===== src/rtl/cpu_pkg.sv =====
// Shared definitions for the MIPS core's hazard and forwarding logic.
package cpu_pkg;

  // Architectural register address width and the hardwired-zero register.
  localparam int REG_ADDR_W = 5;
  localparam logic [REG_ADDR_W-1:0] REG_ZERO = '0;

  // Forwarding-select encoding for the EX operand muxes.
  localparam int FWD_RF  = 0;  // register file
  localparam int FWD_EX  = 1;  // EX output (entry 0)
  localparam int FWD_MEM = 2;  // MEM output (entry 1)
  localparam int FWD_WB  = 3;  // WB output (entry 2)

  // Readiness countdown width; LOAD_LAT-1 must fit.
  localparam int LAT_W = 4;

  // One in-flight producer: destination register and cycles until forwardable.
  typedef struct packed {
    logic                  valid;
    logic [REG_ADDR_W-1:0] dst;
    logic [LAT_W-1:0]      cnt;
  } sb_entry_t;

endpackage


===== src/rtl/hazard_match.sv =====
// Youngest-match priority encoder: finds the lowest-index valid entry whose
// destination equals the requested source register.
module hazard_match
  import cpu_pkg::*;
#(
  parameter int DEPTH = 3,
  parameter int SEL_W = $clog2(DEPTH + 1)
) (
  input  logic                  req_i,
  input  logic [REG_ADDR_W-1:0] addr_i,
  input  sb_entry_t             entries_i [DEPTH],
  output logic                  hit_o,
  output logic [SEL_W-1:0]      index_o,
  output logic                  not_ready_o
);

  // Scan oldest to youngest so the youngest match overwrites older ones.
  always_comb begin
    hit_o       = 1'b0;
    index_o     = '0;
    not_ready_o = 1'b0;
    for (int i = DEPTH - 1; i >= 0; i--) begin
      if (req_i && entries_i[i].valid && (entries_i[i].dst == addr_i)) begin
        hit_o       = 1'b1;
        index_o     = SEL_W'(i);
        not_ready_o = (entries_i[i].cnt != '0);
      end
    end
  end

endmodule


===== src/rtl/hazard_scoreboard.sv =====
// ID-stage hazard scoreboard: tracks in-flight destinations in a shift
// pipeline mirroring EX..WB, stalls on not-yet-ready producers and drives
// per-operand forwarding selects. REG_ADDR_W must match cpu_pkg.
module hazard_scoreboard
  import cpu_pkg::*;
#(
  parameter int REG_ADDR_W = cpu_pkg::REG_ADDR_W,
  parameter int DEPTH      = 3,
  parameter int ALU_LAT    = 1,
  parameter int LOAD_LAT   = 2,
  parameter int CNT_W      = 32,
  parameter int SEL_W      = $clog2(DEPTH + 1)
) (
  input  logic                  clock,
  input  logic                  start,
  input  logic                  issue_valid,
  input  logic [REG_ADDR_W-1:0] rs_addr,
  input  logic                  rs_used,
  input  logic [REG_ADDR_W-1:0] rt_addr,
  input  logic                  rt_used,
  input  logic [REG_ADDR_W-1:0] rd_addr,
  input  logic                  rd_we,
  input  logic                  is_load,
  input  logic                  flush,
  output logic                  stall,
  output logic [SEL_W-1:0]      fwd_sel_a,
  output logic [SEL_W-1:0]      fwd_sel_b,
  output logic                  busy,
  output logic [CNT_W-1:0]      stall_count
);

  sb_entry_t         entry_q [DEPTH];
  sb_entry_t         entry_d [DEPTH];
  logic [CNT_W-1:0]  stall_count_q, stall_count_d;

  logic              a_req, a_hit, a_not_ready;
  logic              b_req, b_hit, b_not_ready;
  logic [SEL_W-1:0]  a_index, b_index;
  logic              issue_ok;

  // A source only looks for producers when it is actually read and non-zero.
  assign a_req = issue_valid & rs_used & (rs_addr != REG_ZERO);
  assign b_req = issue_valid & rt_used & (rt_addr != REG_ZERO);

  hazard_match #(.DEPTH(DEPTH), .SEL_W(SEL_W)) u_match_a (
    .req_i       (a_req),
    .addr_i      (rs_addr),
    .entries_i   (entry_q),
    .hit_o       (a_hit),
    .index_o     (a_index),
    .not_ready_o (a_not_ready)
  );

  hazard_match #(.DEPTH(DEPTH), .SEL_W(SEL_W)) u_match_b (
    .req_i       (b_req),
    .addr_i      (rt_addr),
    .entries_i   (entry_q),
    .hit_o       (b_hit),
    .index_o     (b_index),
    .not_ready_o (b_not_ready)
  );

  // Flush wins over stall: a squashed instruction never waits.
  assign stall     = issue_valid & ~flush & ((a_hit & a_not_ready) | (b_hit & b_not_ready));
  assign fwd_sel_a = a_hit ? a_index + SEL_W'(FWD_EX) : SEL_W'(FWD_RF);
  assign fwd_sel_b = b_hit ? b_index + SEL_W'(FWD_EX) : SEL_W'(FWD_RF);

  // Only register-writing, non-zero-destination instructions that really issue enter the pipe.
  assign issue_ok  = issue_valid & ~stall & ~flush & rd_we & (rd_addr != REG_ZERO);

  // Busy whenever any stage still holds a producer.
  always_comb begin
    busy = 1'b0;
    for (int i = 0; i < DEPTH; i++) begin
      busy = busy | entry_q[i].valid;
    end
  end

  // Next pipeline contents: new issue or bubble at entry 0, older entries shift with countdown.
  always_comb begin
    entry_d[0] = '0;
    if (issue_ok) begin
      entry_d[0].valid = 1'b1;
      entry_d[0].dst   = rd_addr;
      entry_d[0].cnt   = is_load ? LAT_W'(LOAD_LAT - 1) : LAT_W'(ALU_LAT - 1);
    end
    for (int i = 1; i < DEPTH; i++) begin
      entry_d[i] = entry_q[i-1];
      if (entry_q[i-1].cnt != '0) begin
        entry_d[i].cnt = entry_q[i-1].cnt - LAT_W'(1);
      end
    end
  end

  // Saturating count of stalled cycles.
  always_comb begin
    stall_count_d = stall_count_q;
    if (stall && (stall_count_q != '1)) begin
      stall_count_d = stall_count_q + CNT_W'(1);
    end
  end

  // State registers with synchronous active-low reset.
  always_ff @(posedge clock) begin
    if (!start) begin
      for (int i = 0; i < DEPTH; i++) begin
        entry_q[i] <= '0;
      end
      stall_count_q <= '0;
    end else begin
      for (int i = 0; i < DEPTH; i++) begin
        entry_q[i] <= entry_d[i];
      end
      stall_count_q <= stall_count_d;
    end
  end

  assign stall_count = stall_count_q;

endmodule


===== config.mk =====
export PLATFORM = sky130hd
export DESIGN_NAME = hazard_scoreboard
export DESIGN_NICKNAME = d
export VERILOG_FILES = /design/src/rtl/cpu_pkg.sv /design/src/rtl/hazard_match.sv /design/src/rtl/hazard_scoreboard.sv
export SDC_FILE = /design/constraint.sdc
export NUM_CORES = 1
export LEC_CHECK = 0
export CAP_MARGIN = 20
export CORE_ASPECT_RATIO = 0.5
export CORE_MARGIN = 4
export CORE_UTILIZATION = 55
export CTS_CLUSTER_DIAMETER = 40
export CTS_CLUSTER_SIZE = 40
export DETAILED_ROUTE_END_ITERATION = 10
export GPL_TIMING_DRIVEN = 0
export MAX_ROUTING_LAYER = met4
export PLACE_DENSITY = 0.87
export REMOVE_ABC_BUFFERS = 1
export SLEW_MARGIN = 40
export SYNTH_ARGS = -nofsm -noshare
export SYNTH_HDL_FRONTEND = slang
export SYNTH_SLANG_ARGS = --single-unit
export TNS_END_PERCENT = 1

===== constraint.sdc =====
create_clock -name clock -period 7.54 [get_ports clock]
set_input_delay 1.508 -clock clock [delete_from_list [all_inputs] [get_ports clock]]
set_output_delay 1.508 -clock clock [all_outputs]
set_load 0.02 [all_outputs]

# [After elaboration in Yosys (flattened, before gate mapping)]
# Cells that the tools add are included.
[op_classes] muxes=24 n_reduce_logical=20 bitwise_logic=17 n_eq_ne=7 add_sub_neg=5
[op_table] cell="$add A32 B1 Y32 const B" n=1
[op_table] cell="$ne A32 B32 Y1 const B" n=1
[op_table] cell="$eq A5 B5 Y1" n=6
[op_table] cell="$mux W2" n=8
[op_table] cell="$reduce_bool A5 Y1" n=3
[op_table] cell="$logic_and A1 B1 Y1" n=13
[op_table] cell="$mux W1" n=13
[op_table] cell="$and A1 B1 Y1" n=12
[op_table] cell="$reduce_bool A4 Y1" n=3
[op_table] cell="$mux W10" n=1
[op_table] cell="$mux W4" n=2
[op_table] cell="$sub A4 B1 Y4 const B" n=2
[op_table] cell="$add A2 B1 Y2 const B" n=2
[op_table] cell="$or A1 B1 Y1" n=3
[op_table] cell="$not A1 Y1" n=2
[op_table] cell="$reduce_and A2 Y1" n=1
[totals] out_inout_bits=38 reg_bits=62

# [Longest topological paths before layout]
# Gate-level depths: netlist of the first run.
[logic_depth] depth_word=16 mapped_depth=11 ltp_nobuf=8

# [Modules after synthesis]
# From an unflattened synthesis of the first run, not the netlist that was laid out.
[unflattened] hier_cells=325 hier_area_um2=2836.5
[modules_own_cells] mod="hazard_scoreboard" seq_area_each_um2=1061.0 cells_per_inst=257 area_each_um2=2356.0 n_inst=1
[modules_own_cells] mod="hazard_match" seq_area_each_um2=0.0 cells_per_inst=34 area_each_um2=240.2 n_inst=2

# [Worst setup path after synthesis of the first run]
# Ideal clock, no wire load.
[synth_path] path_type="input -> output" startpoint="input rt_addr[1]" endpoint="output stall" t_required_ps=6032 path_stages=9 slack_ps=2656 n_path_buf=3 arrival_ps=3376 cell_sequence="or4_1 > nor2_2 > or4b_4 > a311oi_1 > o211a_1 > buf_6 > buf_6 > buf_2 > nor2_1"
[synth_between] elab_chain_cells=10 word_cells_on_any_way=20
[synth_rtl] item="start, declared" line="hazard_scoreboard.sv:19" text="input logic [REG_ADDR_W-1:0] rt_addr,"
[synth_rtl] item="$reduce_bool A5 Y1" line="hazard_scoreboard.sv:43" text="assign b_req = issue_valid & rt_used & (rt_addr != REG_ZERO);"
[synth_rtl] item="$and A1 B1 Y1" line="hazard_scoreboard.sv:43"
[synth_rtl] item="$logic_and A1 B1 Y1 (2 in series)" line="hazard_match.sv:23" text="if (req_i && entries_i[i].valid && (entries_i[i].dst == addr_i)) begin"
[synth_rtl] item="$mux W1 (3 in series)" line="hazard_match.sv:23"
[synth_rtl] item="$and A1 B1 Y1 *" line="hazard_scoreboard.sv:64" text="assign stall = issue_valid & ~flush & ((a_hit & a_not_ready) | (b_hit & b_not_ready));"
[synth_rtl] item="$or A1 B1 Y1 *" line="hazard_scoreboard.sv:64"
[synth_rtl] item="$and A1 B1 Y1 *" line="hazard_scoreboard.sv:64"
[synth_rtl] item="end, declared" line="hazard_scoreboard.sv:25" text="output logic stall,"
# Mark *: on every way between the ends. The rest lies on a longest branch, timed or not.

# [Worst setup path after layout of the first run]
[layout_path] startpoint="input rt_addr[0]" endpoint="output stall"
# The elaborated chain is that of the path after synthesis.

==> metrics, run 1 <==
worst-path maximum fanout=65; Routed WL=~7000 µm; synthesis-to-finish area growth=25.8%; H-tree depth=2; hold slack=~0.46 ns; Starting Density=a little under three fifths; crit-path leading delay family=buffers and inverters; outcome=finished clean; Clock Sinks=53; combinational share of power=7.1%; drt wl/cell=between 15 and 20 µm; leakage dissipation=~1.1 nW; #FFs+latches synth=53; VDD IR max=0.116 mV; post-layout util=72.0%; number of gates resized after CTS=0; Layout Nets=~410; setup tns final=0 ns; FF-to-FF path depth=7; Hold Path Class=reg -> reg; drt pass-1 iters=9; Remaining DRCs=0; post-synth top area share=between 30% and 40%; switching share of power=a little over a fifth; syn avg cell area=around 8.6 µm²; FF-to-FF Start=stall_count[2]; Final Max Tran Viols=0; Syn Inst Count=between 300 and 400; WS Path Type=in -> out; Worst Path Buf+Inv=2; synth warn=0; initial antenna violation count=0; synthesized cell area=~2800 µm²; Synth Area in XOR/XNOR=9.26%; Hold EP=entry_q[3]; Internal Pwr Total=around 0.43 mW; Fmax achieved=164 MHz; number of global-route vias before repair=~2500; Synth area leaders=dfxtp_1 37%, xnor2_1 9.3%, or4_1 6.4%, o31ai_1 5.0%, a21oi_1 4.9%; Synth Area in Adders=0.441%; routed vias/inst=between 6 and 7; grt total ovfl=0; final hold vios=0; DRT iter0 DRCs=209; Critical Path RT=around 6 ns; Synth Area in Compound Gates=between 10% and 20%; hold_sp=entry_q[12]; Post-Synth Simple-Gate Area=between 30% and 40%; reg2reg end=stall_count[23]; RSZ-0062 raised after global routing=no; CP max stage cell=clkdlybuf4s50_1; Clk pin slew, worst setup/hold paths=0.10 ns; largest net degree at the start of global routing=66; CP most frequent cell=clkdlybuf4s50_1; largest family of logic cells by synthesized area=simple AND/OR/NAND/NOR gates; Slew HR=a little under half; Setup Skew=about 0.007 ns; DP HPWL=around 5000 µm; Total GRT Usage=23.0%; post-route ant nets=0; RePlAce Congestion=around 0.97; Synth area leader=dfxtp_1; ant diodes=0; CP cell instances=clkdlybuf4s50_1 -> xnor2_1 -> nand4_1 -> or4b_4 -> a311oi_1 -> o211a_4 -> nor2_1 -> clkdlybuf4s50_1; Post-CTS Setup Inserts=0; Die Span Y=around 59 µm; PwrDens=155 nW/µm²; Max Cap Viol=0; Synth cell types=40; core area=4950 µm²; vias after detailed routing=between 2000 and 3000; Cells on Worst Hold Path=1; Bufs on Longest Clock Path=2; # setup viols final=0; Worst setup SP type=primary input; post-synthesis sequential area ratio=a little under two fifths; multiplexer share of the synthesized area=1.76%; Tmin final=6.12 ns; Worst Path Arrival=4.61 ns; share of cells above drive strength 1=roughly 4.5%; clk root buf=clkbuf_8; number of placed I/O pins=between 60 and 70; area of the die=about 6400 µm²; Cell Area, Placed=between 3000 and 4000 µm²; global-route wire length before repair=approximately 12000 µm; Net Sw Power=0.119 mW; CTS Hold Bufs=0; Die W=about 110 µm; worst slew pin tran=~0.81 ns; post-route cell area=approximately 3600 µm²; TritonCTS clock tree=done; power share of the clock group=41.8%; Max stage delay on crit path=around 0.61 ns; CTS Buf Count=5; sequential share of power=between 50% and 60%; num rows=18; total power=about 0.55 mW; IO Port Bufs=60; fin crit share=between 80 and 90%; R2R setup slack=between 4 and 5 ns; Clock Latency Late Sink=0.31 ns; Worst Setup End Kind=primary output
[routing by layer]
metal	GRT usage (%)	up-vias	routed length (µm)
li1	-	1346	-
met1	27.9	1307	3000
met2	39.4	101	3520
met3	3.94	15	406
met4	7.46	0	112
met5	-	-	0
[cell families after synthesis]
| logic type | Yosys count |
|---|---|
| multiplexers | 5 |
| flip-flops | 53 |
| buffers and inverters | 23 |
| AND/OR/NAND/NOR | 155 |
| XOR/XNOR | 30 |
| adder cells (fa/ha/maj) | 1 |
| AO/OA/AOI/OAI | 62 |
| other | 1 |
[how the worst max path moves through the flow]
stage               slack [ns]  endpoint  cells after the start        from
global route              1.21     stall                      8  rt_addr[0]
detailed placement        1.43     stall                      8  rt_addr[0]
finish                    1.42     stall                      8  rt_addr[0]
CTS                       1.43     stall                      8  rt_addr[0]
floorplan                 2.28     stall                      6  rt_addr[1]
global placement          0.83     stall                      8  rt_addr[0]
[state kept, by name, summed over array words and instances (netlist names)]
name	count
stall_count	32
entry_d	12
entry_q	9
[Yosys cell counts]
library cell and instances:
a311oi_1 1, o211a_1 1, nor2_2 2, nor4_2 1
dfxtp_1 53, o31ai_1 19, a21oi_1 28, ha_1 1
mux2i_1 5, nor4_4 1, nand4_1 21, inv_1 6
and4_1 3, buf_2 6, nor4_1 7, or3_1 10
nand4b_1 1, conb_1 1, nor2_1 5, and3_1 8
xnor2_1 30, nand2b_1 5, clkinv_1 1, clkbuf_1 6
o21ai_0 6, nand3_1 14, or4b_4 1, or3b_2 1
nor3_1 6, or2_2 1, o311a_1 1, or4_1 24
buf_6 4, o211ai_1 2, a21o_1 2, nor2b_1 2
o21ai_1 2, or2_1 1, and2_1 16, nand2_1 25
[layout by cell type (no fill, tap or decap), types with 2 or more instances in the layout]
cell	instances
a21o_1	2
xnor2_1	30
o211ai_1	2
o31ai_1	19
bufinv_16	2
nand2b_1	5
dfxtp_1	53
nor2b_1	2
nand2_1	25
and4_1	3
and3_1	8
nand3_1	14
nand4_1	21
clkdlybuf4s50_1	59
o21ai_0	6
or4_1	24
or3_1	10
clkbuf_8	5
and2_1	16
nor2_2	2
a21oi_1	28
nor4_1	7
o21ai_1	2
nor2_1	5
nor3_1	6
inv_1	6
mux2i_1	5
[power by group through the flow]
stage	Sequential (mW)	Clock, mW	Combinational [mW]
2_1_floorplan	0.289	0	0.0172
3_3_place_gp	0.289	0	0.0382
3_5_place_dp	0.290	0	0.0392
4_1_cts	0.283	0.235	0.0395
5_1_grt	0.283	0.247	0.0424
6_report	0.283	0.231	0.0394
[per-stage QoR]
step	worst slack, ns	cells
global placement	0.833	444
CTS	1.43	452
global route	1.21	452
finish	1.42	452
detailed placement	1.43	444
floorplan	2.28	314
[cell type report]
type	instances	area [µm²]
Inverter	7	26.3
Clock buffer	5	68.8
Multi-Input combinational cell	254	1660
Clock inverter	3	68.8
Timing Repair Buffer	60	596
Fill cell	390	1390
Tap cell	70	87.6
Sequential cell	53	1060
Note: power is estimated with default switching activity, not from simulation.
==> run 2: changes to the inputs <==
Settings changed: CORE_UTILIZATION 55 to 51, PLACE_DENSITY 0.87 to 0.81.
Clock period 7.54 ns to 6.13 ns, I/O delays scaled along.
==> run 2 against run 1 <==
Against the previous run: sequential share of layout area grew 0.43 points; final cell count is the same; routed wire length shrank 1.5%; total power grew 6.7%; sequential cell count is the same; utilization shrank 3.5 points; combinational power grew 23%; hold slack gained 0.0098 ns; critical path type unchanged; largest cell class unchanged; largest power group unchanged.
==> metrics, run 2 (synthesized netlist as in run 1, its figures left out) <==
grt total ovfl=0; number of gates resized after CTS=0; Layout Nets=around 410; leakage dissipation=between 1 and 1.5 nW; WS Path Type=in -> out; num rows=18; core area=5130 µm²; hold_sp=entry_q[12]; outcome=finished clean; reg2reg end=stall_count[23]; routed vias/inst=around 6.1; Cells on Worst Hold Path=1; RSZ-0062 raised after global routing=no; Hold Path Class=reg -> reg; post-route ant nets=0; # setup viols final=0; number of placed I/O pins=61; Hold EP=entry_q[3]; RePlAce Congestion=approximately 0.9; R2R setup slack=3.37 ns; Worst setup SP type=primary input; most frequent cells in the layout=59 x clkdlybuf4s50_1, 53 x dfxtp_1, 30 x xnor2_1; Setup Skew=0.00963 ns; drt wl/cell=~15 µm; setup tns final=0 ns; Worst Setup End Kind=primary output; H-tree depth=2; worst slew pin tran=between 0.7 and 0.8 ns; largest net degree at the start of global routing=66; Routed WL=a little under 7000 µm; non-filler instance count after layout=around 450; final hold vios=0; Bufs on Longest Clock Path=2; GRT met3 Usage=4.48%; ant diodes=0; M1 GR Usage=between 20% and 30%; VDD IR max=0.0928 mV; grt peak-use layer=met2; Starting Density=between 50% and 60%; share of cells above drive strength 1=4.19%; TritonCTS clock tree=done; CTS Buf Count=5; area of the die=between 6000 and 7000 µm²; Clock Sinks=53; FF-to-FF path depth=7; clk root buf=clkbuf_8; drt pass-1 iters=5; CTS Hold Bufs=0; number of global-route vias before repair=about 2500; Tmin final=between 5 and 6 ns; IO Port Bufs=60; initial antenna violation count=0; Die Span Y=60.7 µm; GRT met2 Usage=a little over a third; global-route wire length before repair=~11000 µm; Die W=around 110 µm; Clock Latency Late Sink=between 0.3 and 0.4 ns; total power=just under 0.6 mW; FF-to-FF Start=stall_count[2]; DRT iter0 DRCs=approximately 250; commonest non-fill, non-tap cell in the layout=clkdlybuf4s50_1; Slew HR=around half; Max Cap Viol=0; PwrDens=between 150 and 200 nW/µm²; synthesis-to-finish area growth=24.0%; Final Max Tran Viols=0; Fmax achieved=between 150 and 200 MHz; Post-CTS Setup Inserts=0; DP HPWL=about 5000 µm; Clk pin slew, worst setup/hold paths=~0.090 ns; max FFs per register=32; Critical Path RT=between 4 and 5 ns; Cells after DPL=around 440; Worst Path Arrival=roughly 4.3 ns; vias after detailed routing=approximately 2700; fin crit share=~90%; Total GRT Usage=a little over a fifth; Remaining DRCs=0; worst-path maximum fanout=65
run 2: changes by cell type in the layout (fill, tap and decap cells not counted):
cell	change
bufinv_16	-2
nand2_2	+1
clkinvlp_4	+1
clkbuf_1	+2
inv_6	-1
nand2_1	-1
run 2: power by group:
part | internal, mW | total, mW | switching (mW)
Clock | 0.0811 | 0.194 | 0.113
Combinational | 0.0236 | 0.0486 | 0.0250
Sequential | 0.346 | 0.348 | 0.00176
Total | 0.451 | 0.591 | 0.140
run 2: worst max-delay path: stages:
cell and delay, ns:
clkdlybuf4s50_1 0.61, xnor2_1 0.16, nand3_1 0.13, or4b_4 0.56, a311oi_1 0.35, o211a_4 0.61
nor2_1 0.10, clkdlybuf4s50_1 0.56
run 2: per-stage QoR:
step                      area (µm²)  hold slack [ns]  utilization (%)  setup WS [ns]
after floorplan                 2740            0.430                -           1.44
after global placement          3430            0.443             66.7       -0.00760
after detailed placement        3430            0.462             66.9          0.623
after CTS                       3520            0.484             68.5          0.614
after global routing            3520            0.505             68.5          0.464
final                           3520            0.474             68.5          0.592
run 2: worst max-delay path by stage:
stage | from | to | slack, ns | cells past startpoint
2_1_floorplan | rt_addr[1] | stall | 1.44 | 6
3_3_place_gp | rt_addr[0] | stall | -0.008 | 8
3_5_place_dp | rt_addr[2] | stall | 0.62 | 8
4_1_cts | rt_addr[2] | stall | 0.61 | 8
5_1_grt | rt_addr[1] | stall | 0.46 | 8
6_report | rt_addr[2] | stall | 0.59 | 8
run 2: area by class of cell:
type	count	area [µm²]
clock buffer	7	76.3
tap	70	87.6
inverter	7	26.3
fill	434	1620
clock inverter	1	7.51
timing repair buffer	60	596
multi-input combinational	254	1660
sequential	53	1060
run 2: metal layers:
metal	part of all wire, %	vias up	wire length, µm
li1	-	1336	-
met1	45	1284	3150
met2	47	96	3250
met3	5.2	24	358
met4	2.6	0	179
met5	0	-	0
==> run 3: changes to the inputs <==
Settings changed: CORE_MARGIN 4 to default, MAX_ROUTING_LAYER met4 to default.
==> run 3 against run 2 <==
Against the previous run: die area shrank 15%; final cell count is the same; hold slack worse by 0.011 ns; largest cell class unchanged.
==> metrics, run 3 (synthesized netlist as in run 1, its figures left out) <==
number of gates resized after CTS=0; number of placed I/O pins=roughly 60; Critical Path RT=4.90 ns; TritonCTS clock tree=done; H-tree depth=2; WS Path Type=in -> out; Routed WL=between 6000 and 7000 µm; area of the die=about 5900 µm²; Tmin final=around 5.5 ns; PwrDens=roughly 170 nW/µm²; number of global-route vias before repair=around 2400; grt total ovfl=0; routed vias/inst=roughly 6; power share of the clock group=32.3%; Worst Path Arrival=4.32 ns; vias after detailed routing=2658; Starting Density=between 50 and 60%; Slew HR=between 40% and 50%; Clock Latency Late Sink=about 0.3 ns; Clk pin slew, worst setup/hold paths=0.09 ns; Die W=about 110 µm; Die Span Y=~55 µm; sequential share of power=59.3%; synthesis-to-finish area growth=24.0%; drt wl/cell=15.1 µm; max FFs per register=32; num rows=18; post-route ant nets=0; fin crit share=90.5%; Bufs on Longest Clock Path=2; worst-path maximum fanout=65; outcome=finished clean; DP HPWL=4760 µm; leakage dissipation=1.06 nW; CTS Hold Bufs=0; final hold vios=0; Layout Nets=between 400 and 500; total power=0.587 mW; RePlAce Congestion=approximately 0.86; Worst Setup End Kind=primary output; Final Max Tran Viols=0; Hold Path Class=reg -> reg; setup tns final=0 ns; Fmax achieved=between 150 and 200 MHz; Max Cap Viol=0; switching share of power=around 23%; Clock Sinks=53; drt pass-1 iters=4; largest net degree at the start of global routing=66; # setup viols final=0; Total GRT Usage=between 20% and 30%; DRT iter0 DRCs=roughly 220; Post-CTS Setup Inserts=0; CTS Buf Count=5; post-layout util=roughly two thirds; ant diodes=0; Worst setup SP type=primary input; VDD IR max=between 0.09 and 0.1 mV; initial antenna violation count=0; Remaining DRCs=0; combinational share of power=under 10%; global-route wire length before repair=10800 µm; Setup Skew=approximately 0.009 ns; IO Port Bufs=60; worst slew pin tran=around 0.82 ns; share of cells above drive strength 1=4.19%; Internal Pwr Total=between 0.4 and 0.5 mW; clk root buf=clkbuf_8; RSZ-0062 raised after global routing=no; most frequent cells in the layout=59 x clkdlybuf4s50_1, 53 x dfxtp_1, 30 x xnor2_1; core area=5130 µm²; Net Sw Power=between 0.1 and 0.15 mW; commonest non-fill, non-tap cell in the layout=clkdlybuf4s50_1
[run 3: cell counts in the layout (fill, tap and decap cells not counted)]
No cell type changed its count.
[run 3: path summary, 6_finish.rpt]
path | slack [ns] | depth (start not counted) | start | endpoint
max | 0.58 | 8 | rt_addr[0] | stall
min | 0.46 | 1 | entry_q[12] | entry_q[3]
max reg2reg | 3.39 | 7 | stall_count[3] | stall_count[23]
min reg2reg | 0.46 | 1 | entry_q[12] | entry_q[3]
[run 3: final cells by class]
type	instances	area, µm²
clock inverters	1	7.51
flip-flops and latches	53	1060
multi-input cells	254	1660
fillers	429	1620
well taps	70	87.6
repair buffers	60	596
inverters	7	26.3
clock buffers	7	76.3
[run 3: per-layer routing]
layer	vias up	part of all wire [%]	global-route usage, %
met5	-	0	0
met4	0	0.69	5.48
met3	4	4.3	3.69
met2	67	47	41.9
met1	1254	48	30.9
li1	1333	-	-
[run 3: metrics by stage]
step | worst slack (ns) | hold WS [ns] | area (µm²) | instances
6_report | 0.584 | 0.463 | 3520 | 452
5_1_grt | 0.442 | 0.500 | 3520 | 452
4_1_cts | 0.578 | 0.471 | 3520 | 452
3_5_place_dp | 0.581 | 0.449 | 3430 | 444
3_3_place_gp | -0.0412 | 0.441 | 3430 | 444
2_1_floorplan | 1.44 | 0.430 | 2740 | 314
[run 3: worst max-delay path, cell delays in order]
cell and delay [ns]:
clkdlybuf4s50_1 0.62, xnor2_1 0.17, nand4_1 0.16, or4b_4 0.52, a311oi_1 0.33, o211a_4 0.61
nor2_1 0.10, clkdlybuf4s50_1 0.56
[run 3: power by group through the flow]
stage,logic (mW),registers [mW],clock network (mW)
6_report,0.0490,0.348,0.190
5_1_grt,0.0523,0.348,0.211
4_1_cts,0.0490,0.348,0.194
3_5_place_dp,0.0487,0.356,0
3_3_place_gp,0.0473,0.356,0
2_1_floorplan,0.0211,0.356,0
